==> src/rtl/jtag_bridge_pkg.sv <==
// Shared constants and FSM encoding for the JTAG UART word bridge.
package jtag_bridge_pkg;

  typedef enum logic [1:0] {
    S_IDLE    = 2'd0,
    S_RD_DATA = 2'd1,
    S_RD_CTRL = 2'd2,
    S_WR_CHAR = 2'd3
  } state_t;

  // Avalon register map of the JTAG UART core.
  localparam logic DATA_REG = 1'b0;
  localparam logic CTRL_REG = 1'b1;

  // Data register: RVALID flag; control register: WSPACE field.
  localparam int RVALID_BIT = 15;
  localparam int WSPACE_HI  = 31;
  localparam int WSPACE_LO  = 16;

endpackage

==> src/rtl/jtag_word_bridge_if.sv <==
// Avalon-MM master port toward the JTAG UART core.
interface jtag_word_bridge_if;
  logic        av_address_o;
  logic        av_chipselect_o;
  logic        av_read_o;
  logic        av_write_o;
  logic [31:0] av_writedata_o;
  logic [31:0] av_readdata_i;
  logic        av_waitrequest_i;

  modport master (
    output av_address_o, av_chipselect_o, av_read_o, av_write_o, av_writedata_o,
    input  av_readdata_i, av_waitrequest_i
  );

  modport slave (
    input  av_address_o, av_chipselect_o, av_read_o, av_write_o, av_writedata_o,
    output av_readdata_i, av_waitrequest_i
  );
endinterface

==> src/rtl/word_fifo.sv <==
// Synchronous show-ahead 32-bit FIFO with registered full/empty flags.
module word_fifo #(
  parameter int DEPTH = 16
) (
  input  logic                     clock_i,
  input  logic                     reset_i,
  input  logic                     push,
  input  logic [31:0]              push_data,
  input  logic                     pop,
  output logic [31:0]              head,
  output logic [$clog2(DEPTH):0]   count,
  output logic                     full,
  output logic                     empty
);
  localparam int AW = $clog2(DEPTH);
  localparam int CW = AW + 1;
  localparam logic [CW-1:0] FULL_CNT = CW'(DEPTH);

  logic [31:0]   mem [DEPTH];
  logic [AW-1:0] rd_ptr, wr_ptr;
  logic [CW-1:0] count_q, count_d;
  logic          full_q, empty_q;
  logic          push_ok, pop_ok;

  // Pop needs data; push needs room, or a same-cycle pop freeing a slot.
  assign pop_ok  = pop && !empty_q;
  assign push_ok = push && (!full_q || pop_ok);
  assign count_d = count_q + CW'(push_ok) - CW'(pop_ok);

  // Storage array, no reset so it can map to RAM.
  always_ff @(posedge clock_i) begin
    if (push_ok) mem[wr_ptr] <= push_data;
  end

  // Pointers, occupancy and registered flags.
  always_ff @(posedge clock_i) begin
    if (reset_i) begin
      rd_ptr  <= '0;
      wr_ptr  <= '0;
      count_q <= '0;
      full_q  <= 1'b0;
      empty_q <= 1'b1;
    end else begin
      if (push_ok) wr_ptr <= wr_ptr + 1'b1;
      if (pop_ok)  rd_ptr <= rd_ptr + 1'b1;
      count_q <= count_d;
      full_q  <= (count_d == FULL_CNT);
      empty_q <= (count_d == '0);
    end
  end

  // Head reads as zero while empty so stale RAM never leaks out.
  assign head  = empty_q ? '0 : mem[rd_ptr];
  assign count = count_q;
  assign full  = full_q;
  assign empty = empty_q;

endmodule

==> src/rtl/jtag_word_bridge.sv <==
// Packs UART RX characters into 32-bit words and unpacks TX words into
// characters, little-endian, by polling the JTAG UART over Avalon-MM.
module jtag_word_bridge
  import jtag_bridge_pkg::*;
#(
  parameter int DEPTH = 16
) (
  input  logic               clock_i,
  input  logic               reset_i,
  jtag_word_bridge_if.master av,
  output logic               rx_empty_o,
  output logic [31:0]        rx_data_o,
  input  logic               rx_read_i,
  output logic               tx_full_o,
  input  logic               tx_write_i,
  input  logic [31:0]        tx_data_i,
  output logic               overflow_o
);
  localparam int CW = $clog2(DEPTH) + 1;
  localparam logic [CW-1:0] DEPTH_CNT = CW'(DEPTH);

  state_t        state_q, state_d;
  logic [1:0]    rx_idx_q, rx_idx_d;
  logic [1:0]    tx_idx_q, tx_idx_d;
  logic [2:0]    credit_q, credit_d;
  logic          rr_q, rr_d;
  logic [23:0]   rx_word_q, rx_word_d;
  logic          rx_push, tx_pop;
  logic [31:0]   rx_push_data, tx_head;
  logic [CW-1:0] rx_count, tx_count_unused;
  logic          rx_full_unused, tx_empty;
  logic          rx_ok, tx_ok;
  logic [2:0]    room;
  logic [15:0]   wspace;
  logic [7:0]    rd_char;
  logic          overflow_q;
  logic          unused_rd;

  assign unused_rd = ^av.av_readdata_i[14:8];

  word_fifo #(.DEPTH(DEPTH)) u_rx_fifo (
    .clock_i   (clock_i),
    .reset_i   (reset_i),
    .push      (rx_push),
    .push_data (rx_push_data),
    .pop       (rx_read_i),
    .head      (rx_data_o),
    .count     (rx_count),
    .full      (rx_full_unused),
    .empty     (rx_empty_o)
  );

  word_fifo #(.DEPTH(DEPTH)) u_tx_fifo (
    .clock_i   (clock_i),
    .reset_i   (reset_i),
    .push      (tx_write_i),
    .push_data (tx_data_i),
    .pop       (tx_pop),
    .head      (tx_head),
    .count     (tx_count_unused),
    .full      (tx_full_o),
    .empty     (tx_empty)
  );

  // RX may only be polled while a full slot is guaranteed for the word in
  // progress: a data-register read consumes the character irrecoverably.
  assign rx_ok   = rx_count < DEPTH_CNT;
  assign tx_ok   = !tx_empty;
  assign room    = 3'd4 - {1'b0, tx_idx_q};
  assign wspace  = av.av_readdata_i[WSPACE_HI:WSPACE_LO];
  assign rd_char = av.av_readdata_i[7:0];

  // Next-state, lane packing/unpacking and FIFO strobes.
  always_comb begin
    state_d      = state_q;
    rx_idx_d     = rx_idx_q;
    tx_idx_d     = tx_idx_q;
    credit_d     = credit_q;
    rr_d         = rr_q;
    rx_word_d    = rx_word_q;
    rx_push      = 1'b0;
    rx_push_data = {rd_char, rx_word_q};
    tx_pop       = 1'b0;
    unique case (state_q)
      S_IDLE: begin
        if (rx_ok && tx_ok) state_d = rr_q ? S_RD_CTRL : S_RD_DATA;
        else if (rx_ok)     state_d = S_RD_DATA;
        else if (tx_ok)     state_d = S_RD_CTRL;
      end
      S_RD_DATA: begin
        if (!av.av_waitrequest_i) begin
          state_d = S_IDLE;
          rr_d    = ~rr_q;
          if (av.av_readdata_i[RVALID_BIT]) begin
            rx_idx_d = rx_idx_q + 2'd1;
            unique case (rx_idx_q)
              2'd0:    rx_word_d[7:0]   = rd_char;
              2'd1:    rx_word_d[15:8]  = rd_char;
              2'd2:    rx_word_d[23:16] = rd_char;
              default: rx_push          = 1'b1;
            endcase
          end
        end
      end
      S_RD_CTRL: begin
        if (!av.av_waitrequest_i) begin
          credit_d = (wspace < {13'd0, room}) ? wspace[2:0] : room;
          if (credit_d != 3'd0) begin
            state_d = S_WR_CHAR;
          end else begin
            state_d = S_IDLE;
            rr_d    = ~rr_q;
          end
        end
      end
      S_WR_CHAR: begin
        if (!av.av_waitrequest_i) begin
          credit_d = credit_q - 3'd1;
          tx_idx_d = tx_idx_q + 2'd1;
          tx_pop   = (tx_idx_q == 2'd3);
          if (credit_d == 3'd0) begin
            state_d = S_IDLE;
            rr_d    = ~rr_q;
          end
        end
      end
      default: state_d = S_IDLE;
    endcase
  end

  // FSM state and word-assembly registers.
  always_ff @(posedge clock_i) begin
    if (reset_i) begin
      state_q   <= S_IDLE;
      rx_idx_q  <= '0;
      tx_idx_q  <= '0;
      credit_q  <= '0;
      rr_q      <= 1'b0;
      rx_word_q <= '0;
    end else begin
      state_q   <= state_d;
      rx_idx_q  <= rx_idx_d;
      tx_idx_q  <= tx_idx_d;
      credit_q  <= credit_d;
      rr_q      <= rr_d;
      rx_word_q <= rx_word_d;
    end
  end

  // Avalon outputs are registered from the next state, so they rise with
  // the access state, hold through waitrequest and drop the cycle after.
  always_ff @(posedge clock_i) begin
    if (reset_i) begin
      av.av_address_o    <= DATA_REG;
      av.av_chipselect_o <= 1'b0;
      av.av_read_o       <= 1'b0;
      av.av_write_o      <= 1'b0;
      av.av_writedata_o  <= '0;
    end else begin
      av.av_address_o    <= (state_d == S_RD_CTRL) ? CTRL_REG : DATA_REG;
      av.av_chipselect_o <= (state_d != S_IDLE);
      av.av_read_o       <= (state_d == S_RD_DATA) || (state_d == S_RD_CTRL);
      av.av_write_o      <= (state_d == S_WR_CHAR);
      av.av_writedata_o  <= (state_d == S_WR_CHAR) ?
                            {24'd0, tx_head[{tx_idx_d, 3'b000} +: 8]} : 32'd0;
    end
  end

  // Sticky flag for TX words dropped because the FIFO had no room.
  always_ff @(posedge clock_i) begin
    if (reset_i) overflow_q <= 1'b0;
    else if (tx_write_i && tx_full_o && !tx_pop) overflow_q <= 1'b1;
  end

  assign overflow_o = overflow_q;

endmodule

==> src/flat_wrapper.sv <==
// flat-port wrapper written by rule: the top's interface ports become plain ports
module jtag_word_bridge_flat import jtag_bridge_pkg::*;
#(
  parameter int DEPTH = 16
)
  (clock_i, reset_i, rx_empty_o, rx_data_o, rx_read_i, tx_full_o, tx_write_i, tx_data_i, overflow_o, av_av_address_o, av_av_chipselect_o, av_av_read_o, av_av_write_o, av_av_writedata_o, av_av_readdata_i, av_av_waitrequest_i);
  jtag_word_bridge_if av_i ();
  input  logic clock_i;
  input  logic reset_i;
  output logic rx_empty_o;
  output logic [31:0] rx_data_o;
  input  logic rx_read_i;
  output logic tx_full_o;
  input  logic tx_write_i;
  input  logic [31:0] tx_data_i;
  output logic overflow_o;
  output wire logic [$bits(av_i.av_address_o)-1:0] av_av_address_o;
  output wire logic [$bits(av_i.av_chipselect_o)-1:0] av_av_chipselect_o;
  output wire logic [$bits(av_i.av_read_o)-1:0] av_av_read_o;
  output wire logic [$bits(av_i.av_write_o)-1:0] av_av_write_o;
  output wire logic [$bits(av_i.av_writedata_o)-1:0] av_av_writedata_o;
  input wire logic [$bits(av_i.av_readdata_i)-1:0] av_av_readdata_i;
  input wire logic [$bits(av_i.av_waitrequest_i)-1:0] av_av_waitrequest_i;
  assign av_av_address_o = av_i.av_address_o;
  assign av_av_chipselect_o = av_i.av_chipselect_o;
  assign av_av_read_o = av_i.av_read_o;
  assign av_av_write_o = av_i.av_write_o;
  assign av_av_writedata_o = av_i.av_writedata_o;
  assign av_i.av_readdata_i = av_av_readdata_i;
  assign av_i.av_waitrequest_i = av_av_waitrequest_i;
  jtag_word_bridge #(.DEPTH(DEPTH)) u_core (.clock_i(clock_i), .reset_i(reset_i), .av(av_i), .rx_empty_o(rx_empty_o), .rx_data_o(rx_data_o), .rx_read_i(rx_read_i), .tx_full_o(tx_full_o), .tx_write_i(tx_write_i), .tx_data_i(tx_data_i), .overflow_o(overflow_o));
endmodule
==> config.mk <==
export PLATFORM = sky130hd
export DESIGN_NAME = jtag_word_bridge_flat
export DESIGN_NICKNAME = d
export VERILOG_FILES = /design/src/rtl/jtag_bridge_pkg.sv /design/src/rtl/jtag_word_bridge_if.sv /design/src/rtl/word_fifo.sv /design/src/rtl/jtag_word_bridge.sv /design/src/flat_wrapper.sv
export SDC_FILE = /design/constraint.sdc
export NUM_CORES = 1
export LEC_CHECK = 0
export ABC_CLOCK_PERIOD_IN_PS = 4650
export CORE_MARGIN = 2
export CORE_UTILIZATION = 40
export CTS_CLUSTER_DIAMETER = 40
export DETAILED_ROUTE_END_ITERATION = 10
export PLACE_DENSITY = 0.56
export SYNTH_ARGS = -nofsm -noshare
export SYNTH_HDL_FRONTEND = slang
export SYNTH_SLANG_ARGS = --single-unit
==> constraint.sdc <==
create_clock -name clock_i -period 4.65 [get_ports clock_i]
set_clock_uncertainty 0.1 [all_clocks]
set_input_delay 0.465 -clock clock_i [delete_from_list [all_inputs] [get_ports clock_i]]
set_output_delay 0.465 -clock clock_i [all_outputs]
set_load 0.01 [all_outputs]
# Yosys cells after proc, flatten, opt, wreduce, memory -nomap -nowiden

Memories as Yosys holds them, arrays and structs flattened. A register that Yosys moved wholly into a read port is not among the register bits.
Index checks and enable logic that the tools add are counted.

Bits in writable memories: 1024
Bits in registers: 101
Memories: 2

Shift-type cells: 1
Reduce and logical (&&, ||, !) cells: 32
Eq/ne operators: 16
Bitwise gates (word level): 3
$lt $le $gt $ge: 2
Multiplexer cells: 39
$add $sub $neg: 12

Memories:

| name                 | words | width | read ports | clocked after memory_dff | wr ports | line            | source |
|---|---|---|---|---|---|---|---|
| u_core.u_rx_fifo.mem | 16    | 32    | 1          | 1                        | 1        | word_fifo.sv:19 | `logic [31:0] mem [DEPTH];` |
| u_core.u_tx_fifo.mem | 16    | 32    | 1          | 1                        | 1        | word_fifo.sv:19 |  |

Operators by type and width:

| cell                | count |
|---|---|
| $mux 32             | 2 |
| $shiftx 32x6->8     | 1 |
| $mux 2              | 11 |
| $add 4x1->4 const B | 4 |
| $lt 16x3->1         | 1 |
| $mux 1              | 16 |
| $mux 4              | 4 |
| $eq 2x2->1 const B  | 6 |
| $reduce_and 4->1    | 3 |
| $add 5x1->5         | 2 |
| $eq 5x5->1 const B  | 2 |
| $logic_not 5->1     | 2 |
| $sub 5x1->5         | 2 |
| $mux 3              | 3 |
| $ne 2x2->1 const B  | 4 |
| $pmux 2 s4          | 1 |
| $logic_and 1x1->1   | 7 |
| $eq 2x1->1 const B  | 3 |
| $pmux 3 s2          | 1 |
| $reduce_and 3->1    | 2 |
| $reduce_and 6->1    | 1 |
| $reduce_bool 3->1   | 2 |
| $logic_not 1->1     | 5 |
| $lt 5x5->1 const B  | 1 |
| 12 further kinds    | 19 |

# Longest topological paths before layout

Depth in word-level cells: 10
Gate-level depth with buffers: 16
Mapped depth without buffers: 15

# Modules after synthesis

From an unflattened synthesis, not the netlist that was laid out.

Cell total of the unflattened synthesis: 2576
Area, all modules: 44206.1 µm²

By module, submodules not included:

| module                       | times used | cells each | area an instance (µm²) |
|---|---|---|---|
| word_fifo (u_core.u_rx_fifo) | 1          | 1155       | 20831.2 |
| word_fifo (u_core.u_tx_fifo) | 1          | 1139       | 20810.0 |
| jtag_word_bridge             | 1          | 282        | 2565.0 |

# Least setup slack after synthesis

No wires, ideal clock.

Kind: input to register
Start point: input av_av_waitrequest_i
End point: memory u_core.u_tx_fifo.mem[1][0], enable pin
Data arrival time: 3.755 ns
Cell stages on the path: 7
Data required time: 4.089 ns
Setup slack: 0.334 ns
Setup time: 0.461 ns
Cell sequence: clkbuf_1 -> nand4b_1 -> o21ai_0 -> and2_1 -> clkbuf_1 -> nand2_1 -> nor3_1

Longest elaborated chain between the ends: 7

RTL lines:

| item                         | line                    | source |
|---|---|---|
| start: declaration           | flat_wrapper.sv:23      | `input wire logic [$bits(av_i.av_waitrequest_i)-1:0] av_av_waitrequest_i;` |
| $mux 1                       | jtag_word_bridge.sv:117 | `if (!av.av_waitrequest_i) begin` |
| $mux 1                       | jtag_word_bridge.sv:84  | `unique case (state_q)` |
| $logic_and 1x1->1            | word_fifo.sv:26         | `assign pop_ok = pop && !empty_q;` |
| $logic_or 1x1->1             | word_fifo.sv:27         | `assign push_ok = push && (!full_q \|\| pop_ok);` |
| $logic_and 1x1->1            | word_fifo.sv:27         |  |
| $mux 1                       | word_fifo.sv:32         | `if (push_ok) mem[wr_ptr] <= push_data;` |
| $mux 1 (implied by the code) | word_fifo.sv:32         |  |
| end: declaration             | word_fifo.sv:19         |  |

No other way between the ends.

==> summary.md <==
| Metric | Value |
|---|---|
| Status | `finished clean` |
| CTS root buf | `clkbuf_16` |
| Detailed placer's ending HPWL | `57,700 µm` |
| Seq cells post-synth | `1,109` |
| Leakage | `15.9 nW` |
| Switching share of power | `23.3%` |
| Design area | `51,300 µm²` |
| FF+latch area | `32,500 µm²` |
| Combinational power share | `9.2%` |
| Type of element launching the critical path | `flop` |
| Via Count | `20,900` |
| Number of flops mapped to enable cells by yosys | `1,024` |
| Final worst slack | `0.474 ns` |
| Unrepaired setup endpoints after global routing | `no` |
| R2R setup slack | `1.10 ns` |
| First-pass GRT wire length | `146,000 µm` |
| Minimum clock period | `4.18 ns` |
| CP required | `4.09 ns` |
| Clock sink count | `1,109` |
| GRT Util Overall | `18.2%` |
| Synth Instances | `2,069` |
| Fill count | `8,758` |
| CTS H-tree depth | `4` |
| Place WS | `0.702 ns` |
| Main synth FF type | `edfxtp_1` |
| YS warnings | `0` |
| Maximum vdd drop | `300 µV` |
| Max-slew violations | `0` |
| Vias in the first global route | `22,000` |
| Area after DPL | `46,400 µm²` |
| Routability cong. | `0.765` |
| Global route total overflow | `0` |
| CP endpoint kind | `output pin` |
| Clock power share | `44.8%` |
| Worst reg2reg startpoint | `u_core.state_q[0]` |
| Xor and xnor fraction of the mapped netlist area | `0.466%` |
| Synth Cell Area | `43,200 µm²` |
| Fin Hold WS | `0.0891 ns` |
| Share of post-route cells with drive strength above 1 | `27.5%` |
| Largest net degree at the start of global routing | `61` |
| Final-stage net count | `2,406` |
| Initial antenna violation count | `5` |
| CP arrival | `3.61 ns` |
| Wirelength per Cell | `26.1 µm` |
| Die area | `111,000 µm²` |
| Slew headroom | `31.4%` |
| Main combinational cell family by area after synthesis | `multiplexers` |
| Via density per instance | `5.45` |
| # Post-CTS Setup Buffers | `0` |
| Core area | `107,000 µm²` |
| Finished Layout Cells | `3,830` |
| IO buf count | `108` |
| Yosys cell types | `69` |
| Sum Neg Setup Slack | `0 ns` |
| Worst hold start | `reset_i` |
| Power Dens Cells | `481 nW/µm²` |
| IO Count | `140` |
| Die width | `333 µm` |
| FFs w/ async S/R, synth | `0%` |
| P_sw | `5.76 mW` |
| Post-route DRC violation count | `0` |
| Dpl cells | `3,557` |
| Adder-cell share of the synthesized area | `1.02%` |
| Compound-Gate Fraction of Synth Area | `1.97%` |
| Drt first pass iters | `7` |
| Initial Util | `40.3%` |
| Clock Pin Slew Worst Setup and Hold Paths | `0.05 ns` |
| Final Hold Viols | `0` |
| Post-Synth Simple-Gate Area | `3.22%` |
| CTS hold repair buffers | `0` |
| Area of the multi-input gates | `10,200 µm²` |
| Die Y | `333 µm` |
| Max cap viols | `0` |
| Routed Antenna Nets | `0` |
| Sequential area share after synthesis | `75.1%` |
| Sequential fraction of design power | `46.0%` |
| Mux contribution to synthesized area | `16.2%` |
| Worst hold path class | `in2reg` |
| Tcrit/Tclk final | `89.8%` |
| Largest fanout on the critical path | `60` |
| P_int | `18.9 mW` |
| WL final | `100,000 µm` |
| Synth-to-layout area growth | `18.8%` |
| Setup violators final | `0` |
| CTS Buffer Depth | `3` |
| CTS Buf Count | `147` |
| Worst-Margin Slew | `1.03 ns` |
| Worst Setup Path Type | `reg2out` |
| Fmax | `239 MHz` |
| CTS tree | `built` |
| Syn_area_per_cell | `20.9 µm²` |
| Row Count | `120` |
| Drt first-iter violations | `1,755` |
| Post-cts resize count | `0` |
| Clk_lat worst skew | `0.74 ns` |
stage by stage:
stage | util, % | power [mW]
2_1_floorplan | - | 12.9
3_3_place_gp | 43.4 | 13.8
3_5_place_dp | 43.4 | 13.9
4_1_cts | 47.9 | 25.0
5_1_grt | 47.9 | 25.5
6_report | 47.9 | 24.7
routing by layer:
layer / GRT usage, % / vias to the layer above / wire, µm / share of wire [%]
li1: - / 8985 / - / -
met1: 23.1 / 11100 / 40500 / 40
met2: 30.9 / 645 / 51000 / 51
met3: 3.69 / 193 / 5490 / 5.5
met4: 6.69 / 2 / 2960 / 3.0
met5: 0 / - / 16 / 0.016
final timing paths:
kind / endpoint / depth (start not counted)
worst max register to register: u_core.u_tx_fifo.full / 12
worst min-delay path: u_core.state_q[0] / 2
worst max-delay path: rx_data_o[9] / 5
worst min register to register: u_core.credit_q[1] / 2
cell usage after synthesis, types with 9 or more instances:
cell type | number | share of area [%]
ha_1 | 32 | 0.93
o21ai_0 | 10 | 0.12
a21oi_1 | 38 | 0.44
mux2_2 | 22 | 0.57
mux4_2 | 280 | 15
nor2b_1 | 43 | 0.62
nor2_1 | 68 | 0.59
mux2i_1 | 28 | 0.65
buf_2 | 30 | 0.35
clkbuf_1 | 44 | 0.38
o22ai_1 | 19 | 0.28
buf_4 | 37 | 0.64
nand2_1 | 56 | 0.49
and2_1 | 9 | 0.13
nand2b_1 | 13 | 0.19
xnor2_1 | 15 | 0.30
dfxtp_1 | 85 | 3.9
nand3_1 | 43 | 0.50
inv_1 | 34 | 0.30
nor3_1 | 9 | 0.10
edfxtp_1 | 1024 | 71
critical path, stage by stage, from the launching register on:
cell             delay [ns]
dfxtp_4                0.62
buf_12                 0.48
mux4_2                 0.58
mux4_2                 0.49
nor2b_1                0.15
clkdlybuf4s50_1        0.51
layout by cell type, fill, tap and decap left out, drive strengths merged, types with 11 or more instances in the layout:
| cell type | count |
|---|---|
| mux2i | 28 |
| ha | 32 |
| a21oi | 38 |
| clkinv | 51 |
| dfxtp | 85 |
| mux2 | 23 |
| o22ai | 19 |
| clkbuf | 172 |
| bufinv | 13 |
| buf | 84 |
| nand3 | 43 |
| conb | 24 |
| nor2 | 68 |
| mux4 | 285 |
| edfxtp | 1024 |
| xnor2 | 15 |
| clkdlybuf4s50 | 107 |
| inv | 62 |
| o21ai | 11 |
| nand2b | 13 |
| nand2 | 56 |
| nor2b | 43 |
power groups by stage:
stage                     logic [mW]  clock network (mW)  registers, mW
after global routing            2.46                11.7           11.4
after floorplan                 1.43                   0           11.5
after global placement          2.26                   0           11.6
final                           2.26                11.1           11.4
after CTS                       2.31                11.3           11.4
after detailed placement        2.29                   0           11.6
cell families after synthesis:
family / Yosys count
compound gates: 128
xor+xnor: 23
fa+ha+maj: 34
buf+inv: 164
flops: 1109
mux: 336
other cells: 1
simple gates: 274
final cells by class:
cell class / count / area share (%)
sequential: 1109 / 63.3
multi-input combinational: 819 / 19.8
clock buffer: 172 / 7.45
timing repair buffer: 191 / 3.70
tap: 1403 / 3.42
clock inverter: 100 / 2.05
inverter: 35 / 0.256
antenna: 1 / 0.00488
sequential cells by signal, summed over array words and instances (netlist names), 2 cells and up, named ones only:
register	cells
u_core.u_rx_fifo.mem	512
u_core.u_tx_fifo.wr_ptr	4
u_core.u_rx_fifo.count	5
u_core.credit_q	3
u_core.rx_idx_q	2
u_core.state_q	2
u_core.u_tx_fifo.mem	512
u_core.rx_word_q	24
u_core.av.av_writedata_o	8
u_core.tx_idx_q	2
u_core.u_tx_fifo.count	5
u_core.u_rx_fifo.rd_ptr	4
u_core.u_tx_fifo.rd_ptr	4
u_core.u_rx_fifo.wr_ptr	4
Power figures use the tool's default switching activity.
